File: config.mk
export PLATFORM = sky130hd
export DESIGN_NAME = mem_port_arbiter
export DESIGN_NICKNAME = d
export VERILOG_FILES = /design/src/rtl/mem_port_arbiter.sv
export SDC_FILE = /design/constraint.sdc
export NUM_CORES = 1
export LEC_CHECK = 0
export ABC_AREA = 1
export CELL_PAD_IN_SITES_DETAIL_PLACEMENT = 0
export CELL_PAD_IN_SITES_GLOBAL_PLACEMENT = 1
export CORE_MARGIN = 10
export CORE_UTILIZATION = 28
export CTS_CLUSTER_SIZE = 40
export DETAILED_ROUTE_END_ITERATION = 8
export PLACE_DENSITY_LB_ADDON = 0.25
export SLEW_MARGIN = 10
export SYNTH_ARGS = -nofsm -noshare
export SYNTH_HDL_FRONTEND = slang
export SYNTH_SLANG_ARGS = --single-unit
File: constraint.sdc
create_clock -name clk -period 1.6 [get_ports clk]
set_input_delay 0.16 -clock clk [delete_from_list [all_inputs] [get_ports clk]]
set_output_delay 0.16 -clock clk [all_outputs]
set_load 0.02 [all_outputs]
File: src/rtl/mem_port_arbiter.sv
// -----------------------------------------------------------------------------
// mem_port_arbiter
//
// Puts the core's instruction-fetch port and data port onto one single-ported,
// multi-cycle memory bus. When both ports ask for the bus in the same core
// cycle, the data access goes first and the fetch goes second. Read data comes
// back through holding registers. One global stall freezes the whole pipeline
// until every access of the current core cycle has completed.
//
// Parameters
//   TIMEOUT   bus cycles to wait for bus_ack before forcing completion (2..255)
//   ERR_DATA  read data returned when a read times out
//
// Ports
//   clk, rst_n              clock, asynchronous active-low reset
//   inst_ren, inst_addr     core instruction read request and address
//   inst_data               fetched instruction (holding register)
//   mem_ren, mem_wen        core data read / write request
//   mem_addr, mem_dout      data address, write data from the core
//   mem_din                 read data to the core (holding register)
//   stall                   freezes the core pipeline while requests are pending
//   bus_req, bus_we         bus request (held until ack/timeout), write strobe
//   bus_addr, bus_wdata     bus address and write data
//   bus_ack, bus_rdata      slave completion pulse and read data
//   bus_err                 sticky timeout flag, cleared only by reset
// -----------------------------------------------------------------------------
module mem_port_arbiter #(
   parameter int unsigned TIMEOUT  = 16,
   parameter logic [31:0] ERR_DATA = 32'hDEADBEEF
) (
   input  logic        clk,
   input  logic        rst_n,
   // instruction port
   input  logic        inst_ren,
   input  logic [31:0] inst_addr,
   output logic [31:0] inst_data,
   // data port
   input  logic        mem_ren,
   input  logic        mem_wen,
   input  logic [31:0] mem_addr,
   input  logic [31:0] mem_dout,
   output logic [31:0] mem_din,
   // pipeline control
   output logic        stall,
   // memory bus
   output logic        bus_req,
   output logic        bus_we,
   output logic [31:0] bus_addr,
   output logic [31:0] bus_wdata,
   input  logic        bus_ack,
   input  logic [31:0] bus_rdata,
   output logic        bus_err
);

   typedef enum logic [1:0] {
      ST_IDLE = 2'd0,
      ST_DATA = 2'd1,
      ST_INST = 2'd2
   } state_e;

   // The counter is 8 bits wide because TIMEOUT is at most 255.
   localparam logic [7:0] TMO_LAST = 8'(TIMEOUT - 1);

   state_e      state_q;
   logic        data_done_q;
   logic        inst_done_q;
   logic [7:0]  tmo_cnt_q;
   logic        bus_req_q;
   logic        bus_we_q;
   logic [31:0] bus_addr_q;
   logic [31:0] bus_wdata_q;
   logic        bus_err_q;
   logic [31:0] inst_data_q;
   logic [31:0] mem_din_q;

   logic        data_pend;
   logic        inst_pend;
   logic        timeout_hit;
   logic        xfer_done;
   logic [31:0] rd_value;

   // ---------------------------------------------------------------------------
   // Pending requests, stall, and transfer completion
   // ---------------------------------------------------------------------------
   // NOTE: every signal gets a default value at the top of the block. A path
   // that leaves a signal unassigned would make synthesis infer a latch.
   always_comb begin
      data_pend   = 1'b0;
      inst_pend   = 1'b0;
      timeout_hit = 1'b0;
      xfer_done   = 1'b0;
      rd_value    = ERR_DATA;

      data_pend = (mem_ren | mem_wen) & ~data_done_q;
      inst_pend = inst_ren & ~inst_done_q;

      // If an ack arrives on the last timeout cycle, the ack wins. The real
      // data is used and no error is raised.
      timeout_hit = (tmo_cnt_q == TMO_LAST) & ~bus_ack;
      xfer_done   = bus_ack | timeout_hit;
      rd_value    = bus_ack ? bus_rdata : ERR_DATA;
   end

   assign stall = data_pend | inst_pend;

   // ---------------------------------------------------------------------------
   // Arbitration FSM with registered bus outputs and holding registers
   // ---------------------------------------------------------------------------
   // NOTE: sequential state uses non-blocking assignments only. All registers
   // then sample the same pre-edge values, so statement order cannot change
   // the result.
   always_ff @(posedge clk or negedge rst_n) begin
      if (!rst_n) begin
         state_q     <= ST_IDLE;
         data_done_q <= 1'b0;
         inst_done_q <= 1'b0;
         tmo_cnt_q   <= 8'd0;
         bus_req_q   <= 1'b0;
         bus_we_q    <= 1'b0;
         bus_addr_q  <= 32'd0;
         bus_wdata_q <= 32'd0;
         bus_err_q   <= 1'b0;
         inst_data_q <= 32'd0;
         mem_din_q   <= 32'd0;
      end else begin
         // When stall is low, the core advances at this edge. The completion
         // record of the finished core cycle is then discarded. Done flags are
         // only set while stall is high, so the two never collide.
         if (!stall) begin
            data_done_q <= 1'b0;
            inst_done_q <= 1'b0;
         end

         case (state_q)
            ST_IDLE: begin
               // Data has priority, so a load/store is issued before the fetch
               // of the same core cycle. Any stray ack seen here is ignored.
               if (data_pend) begin
                  state_q     <= ST_DATA;
                  bus_req_q   <= 1'b1;
                  bus_we_q    <= mem_wen;
                  bus_addr_q  <= mem_addr;
                  bus_wdata_q <= mem_dout;
                  tmo_cnt_q   <= 8'd0;
               end else if (inst_pend) begin
                  state_q     <= ST_INST;
                  bus_req_q   <= 1'b1;
                  bus_we_q    <= 1'b0;
                  bus_addr_q  <= inst_addr;
                  tmo_cnt_q   <= 8'd0;
               end
            end

            ST_DATA: begin
               if (xfer_done) begin
                  data_done_q <= 1'b1;
                  // A request with both ren and wen set runs as a write.
                  // In that case the read holding register is left untouched.
                  if (!bus_we_q) begin
                     mem_din_q <= rd_value;
                  end
                  if (timeout_hit) begin
                     bus_err_q <= 1'b1;
                  end
                  if (inst_pend) begin
                     // Go straight to the fetch without dropping bus_req.
                     state_q    <= ST_INST;
                     bus_req_q  <= 1'b1;
                     bus_we_q   <= 1'b0;
                     bus_addr_q <= inst_addr;
                     tmo_cnt_q  <= 8'd0;
                  end else begin
                     state_q   <= ST_IDLE;
                     bus_req_q <= 1'b0;
                     bus_we_q  <= 1'b0;
                  end
               end else begin
                  tmo_cnt_q <= tmo_cnt_q + 8'd1;
               end
            end

            ST_INST: begin
               if (xfer_done) begin
                  inst_done_q <= 1'b1;
                  inst_data_q <= rd_value;
                  if (timeout_hit) begin
                     bus_err_q <= 1'b1;
                  end
                  state_q   <= ST_IDLE;
                  bus_req_q <= 1'b0;
                  bus_we_q  <= 1'b0;
               end else begin
                  tmo_cnt_q <= tmo_cnt_q + 8'd1;
               end
            end

            default: begin
               state_q   <= ST_IDLE;
               bus_req_q <= 1'b0;
               bus_we_q  <= 1'b0;
            end
         endcase
      end
   end

   assign bus_req   = bus_req_q;
   assign bus_we    = bus_we_q;
   assign bus_addr  = bus_addr_q;
   assign bus_wdata = bus_wdata_q;
   assign bus_err   = bus_err_q;
   assign inst_data = inst_data_q;
   assign mem_din   = mem_din_q;

endmodule

==> results.py <==
metrics = {
    "routing": {
        "ant_nets": 0,
        "viasPerCell": 4.409,
        "wl_um": 24460,
        "vias": 6344,
        "post_drt_wl_per_cell_um": 17.00,
        "drtIter0Drc": 380,
        "drtPass1Iterations": 4,
        "drc": 0,
    },
    "timing": {
        "setup-violations-final": 72,
        "layout_setup_ws_ps": -123.2,
        "tightestPinTransition_ps": 398.4,
        "rsz0062_at_grt": "true",
        "drv_slew": 0,
        "period_minus_slack_ps": 1723,
        "finClkSkew_ps": 12.52,
        "fin_crit_sh_pct": 107.7,
        "slew_headroom_pct": 73.44,
        "tns_ps": -3273,
        "final-hold-violation-count": 0,
        "max_freq_mhz": 580.3,
    },
    "global_route": {
        "grt_max_degree": 41,
        "first_global_vias": 6461,
        "grt_use_total_pct": 15.43,
        "grt_pass1_wl_um": 37340,
        "overflow": 0,
        "antenna_found_initial": 0,
    },
    "place": {
        "placed_cells": 1389,
        "port-buffer-count": 265,
        "place_congestion": 0.8224,
        "dp_hpwl_um": 17640,
    },
    "yosys": {
        "synth-seq-area-share_pct": 54.39,
        "avgSynthCellArea_um2": 8.391,
        "synth_seq_cells": 143,
        "synth_cells": 784,
        "synthesis.area_mm2": 0.006579,
        "ys.warnings.count": 0,
        "ys_types": 31,
        "syn_nets": 923,
    },
    "power": {
        "ir_drop_mv": 0.7994,
        "fin_total_pwr_w": 0.02372,
        "p_leak_nw": 6.002,
        "power_density_mw_per_mm2": 2074,
    },
    "setup_path": {
        "worstPathRequired_ps": 1940,
        "crit_chain": "ha_4 > buf_6 > nand2_4 > nor2_4 > nand3_4 > buf_6 > o211ai_1 > buf_4 > a21oi_2 > a31oi_4",
        "reg2reg_depth": 10,
        "worstPathArrival_ps": 2060,
        "worstSetupPathType": "reg2reg",
        "critPathMaxStageDelay_ps": 400,
        "end_kind": "flip-flop",
        "cp_max_fo": 3,
        "crit_path_start_kind": "flip-flop",
        "startpoint": "tmo_cnt_q[0]",
        "rrSetupSlack_ps": -120,
        "r2r-start": "tmo_cnt_q[0]",
        "critPathCapture": "bus_req",
        "slowest_stage": "dfrtp_1",
        "crit_top_cell": "buf_6",
        "reg2reg_to": "bus_req",
    },
    "floorplanning": {
        "dieHeight_um": 173.3,
        "core_mm2": 0.02326,
        "die_x_um": 173.3,
        "row_count": 56,
        "io_pins": 266,
        "initial_core_util_pct": 28.28,
        "dieArea_mm2": 0.03003,
    },
    "clock_network": {
        "clk_latency_ps": 420,
        "clk_pin_slew_worst_paths_ps": 70,
        "cts_tree": "done",
        "cts-htree-levels": 4,
        "cts_max_path_buffers": 2,
        "root_buffer": "clkbuf_16",
        "cts_buffers": 17,
        "clock-sinks": 143,
    },
    "run_status": {
        "failed_checks": "setup timing",
        "status": "complete, but fails checks",
    },
    "final_layout": {
        "nNetsFinal": 1246,
        "drive_above_1_share_pct": 20.00,
        "layoutNonFillerInstCount": 1439,
        "insertedDiodeCount": 0,
        "area_growth_pct": 73.81,
        "fin_util_pct": 49.16,
        "fill_cells": 2243,
    },
    "min_path": {
        "hp-class": "in2async",
    },
    "run": {
        "max_cap_violations": 0,
    },
}
per-layer routing:
layer  track usage [%]  wire (um)  vias up
met2             25.04      11860      183
met4             3.845        261        0
met5                 0          0        -
li1                  -          -     3163
met3             5.598       1665       16
met1             19.06      10670     2982
cell usage in the layout (no fill, tap or decap), drive strengths merged:
cell type	netlist	routed
o21a	8	8
o211ai	2	2
a21oi	4	4
bufinv	0	1
dlygate4sd2	0	24
dlygate4sd3	0	1
nand2	326	327
ha	5	5
o21bai	1	1
xnor2	1	1
clkbuf	25	23
nor2	16	16
clkinv	1	5
clkinvlp	0	3
nor3	2	2
o21ai	43	43
or2	24	24
dfrtp	143	143
dlymetal6s2s	0	71
nand3	42	42
buf	19	78
nand4	3	3
inv	52	58
a21boi	32	32
o22ai	33	33
clkdlybuf4s50	0	168
a31oi	2	2
cells in the mapped netlist, drive strengths merged:
library cell  instances  area, um^2
dfrtp               143        3578
o21a                  8       60.06
nor2                 16       78.83
clkbuf               25       93.84
inv                  52       195.2
nand4                 3       18.77
nor3                  2       10.01
xnor2                 1       8.760
nand2               326        1231
o211ai                2       15.01
o21bai                1       7.510
o21ai                43       226.5
a31oi                 2       12.51
ha                    5       62.56
a21boi               32       240.2
nand3                42       215.2
clkinv                1       3.750
buf                  19       143.9
a21oi                 4       20.02
or2                  24       150.1
o22ai                33       206.5
where the power goes:
group          switching, W  internal, W
combinational       0.00743      0.00614
sequential         0.000899      0.00537
clock               0.00170      0.00217
total                0.0100       0.0137
logic make-up after synthesis:
family / after synthesis / share of synthesized area [%]
flops: 143 / 54.39
xor+xnor: 1 / 0.1332
simple gates: 413 / 25.90
compound gates: 125 / 11.98
fa+ha+maj: 5 / 0.9509
buf+inv: 97 / 6.637
state kept, by name, summed over array words and instances, names as in the netlist:
register	flops
bus_addr	32
tmo_cnt_q	8
inst_data	32
mem_din	32
inst_done_q	1
bus_req	1
data_done_q	1
bus_wdata	32
bus_we	1
bus_err	1
state_q	2
cell type report:
class / instances / area (um^2) / share of cell area, %
clock inverters: 14 / 133.9 / 1.171
flip-flops and latches: 143 / 3578 / 31.29
clock buffers: 18 / 429.2 / 3.753
inverters: 53 / 201.4 / 1.762
repair buffers: 347 / 3740 / 32.71
well taps: 319 / 399.1 / 3.491
multi-input cells: 545 / 2953 / 25.82
critical path: cells and delay by family, from the launching register on:
kind / cells / cell delay, ps
buffers and inverters: 3 / 430
DFF: 1 / 400
AOI/OAI and AO/OA: 3 / 370
and+or+nand+nor: 3 / 280
adders and majority gates: 1 / 170
through the flow:
step                      area (um^2)  setup WS, ps  hold WS (ps)
after floorplan                  6581         11.22        -135.6
after global placement          10030        -157.9         105.6
after detailed placement        10030        -175.7         103.4
after CTS                       10670        -80.05         213.6
after global routing            11430        -172.2         224.0
final                           11430        -123.2         212.5
worst min path at each step:
stage               start       endpoint  cells past startpoint
detailed placement  rst_n  inst_data[12]                      1
CTS                 rst_n  inst_data[12]                      2
floorplan           rst_n    bus_addr[0]                      0
finish              rst_n  inst_data[13]                      2
global placement    rst_n  inst_data[12]                      1
global route        rst_n  inst_data[13]                      2
what timing repair did:
item | CTS | global route
resized for setup | 65 | 182
hold buffers | 1 | 0
pin swaps | 5 | 35
setup buffers | 4 | 7
endpoints found under the hold margin | 57 | 0
endpoints found under the setup margin | 100 | 204
gates cloned | 0 | 7
Power figures use the tool's default switching activity.
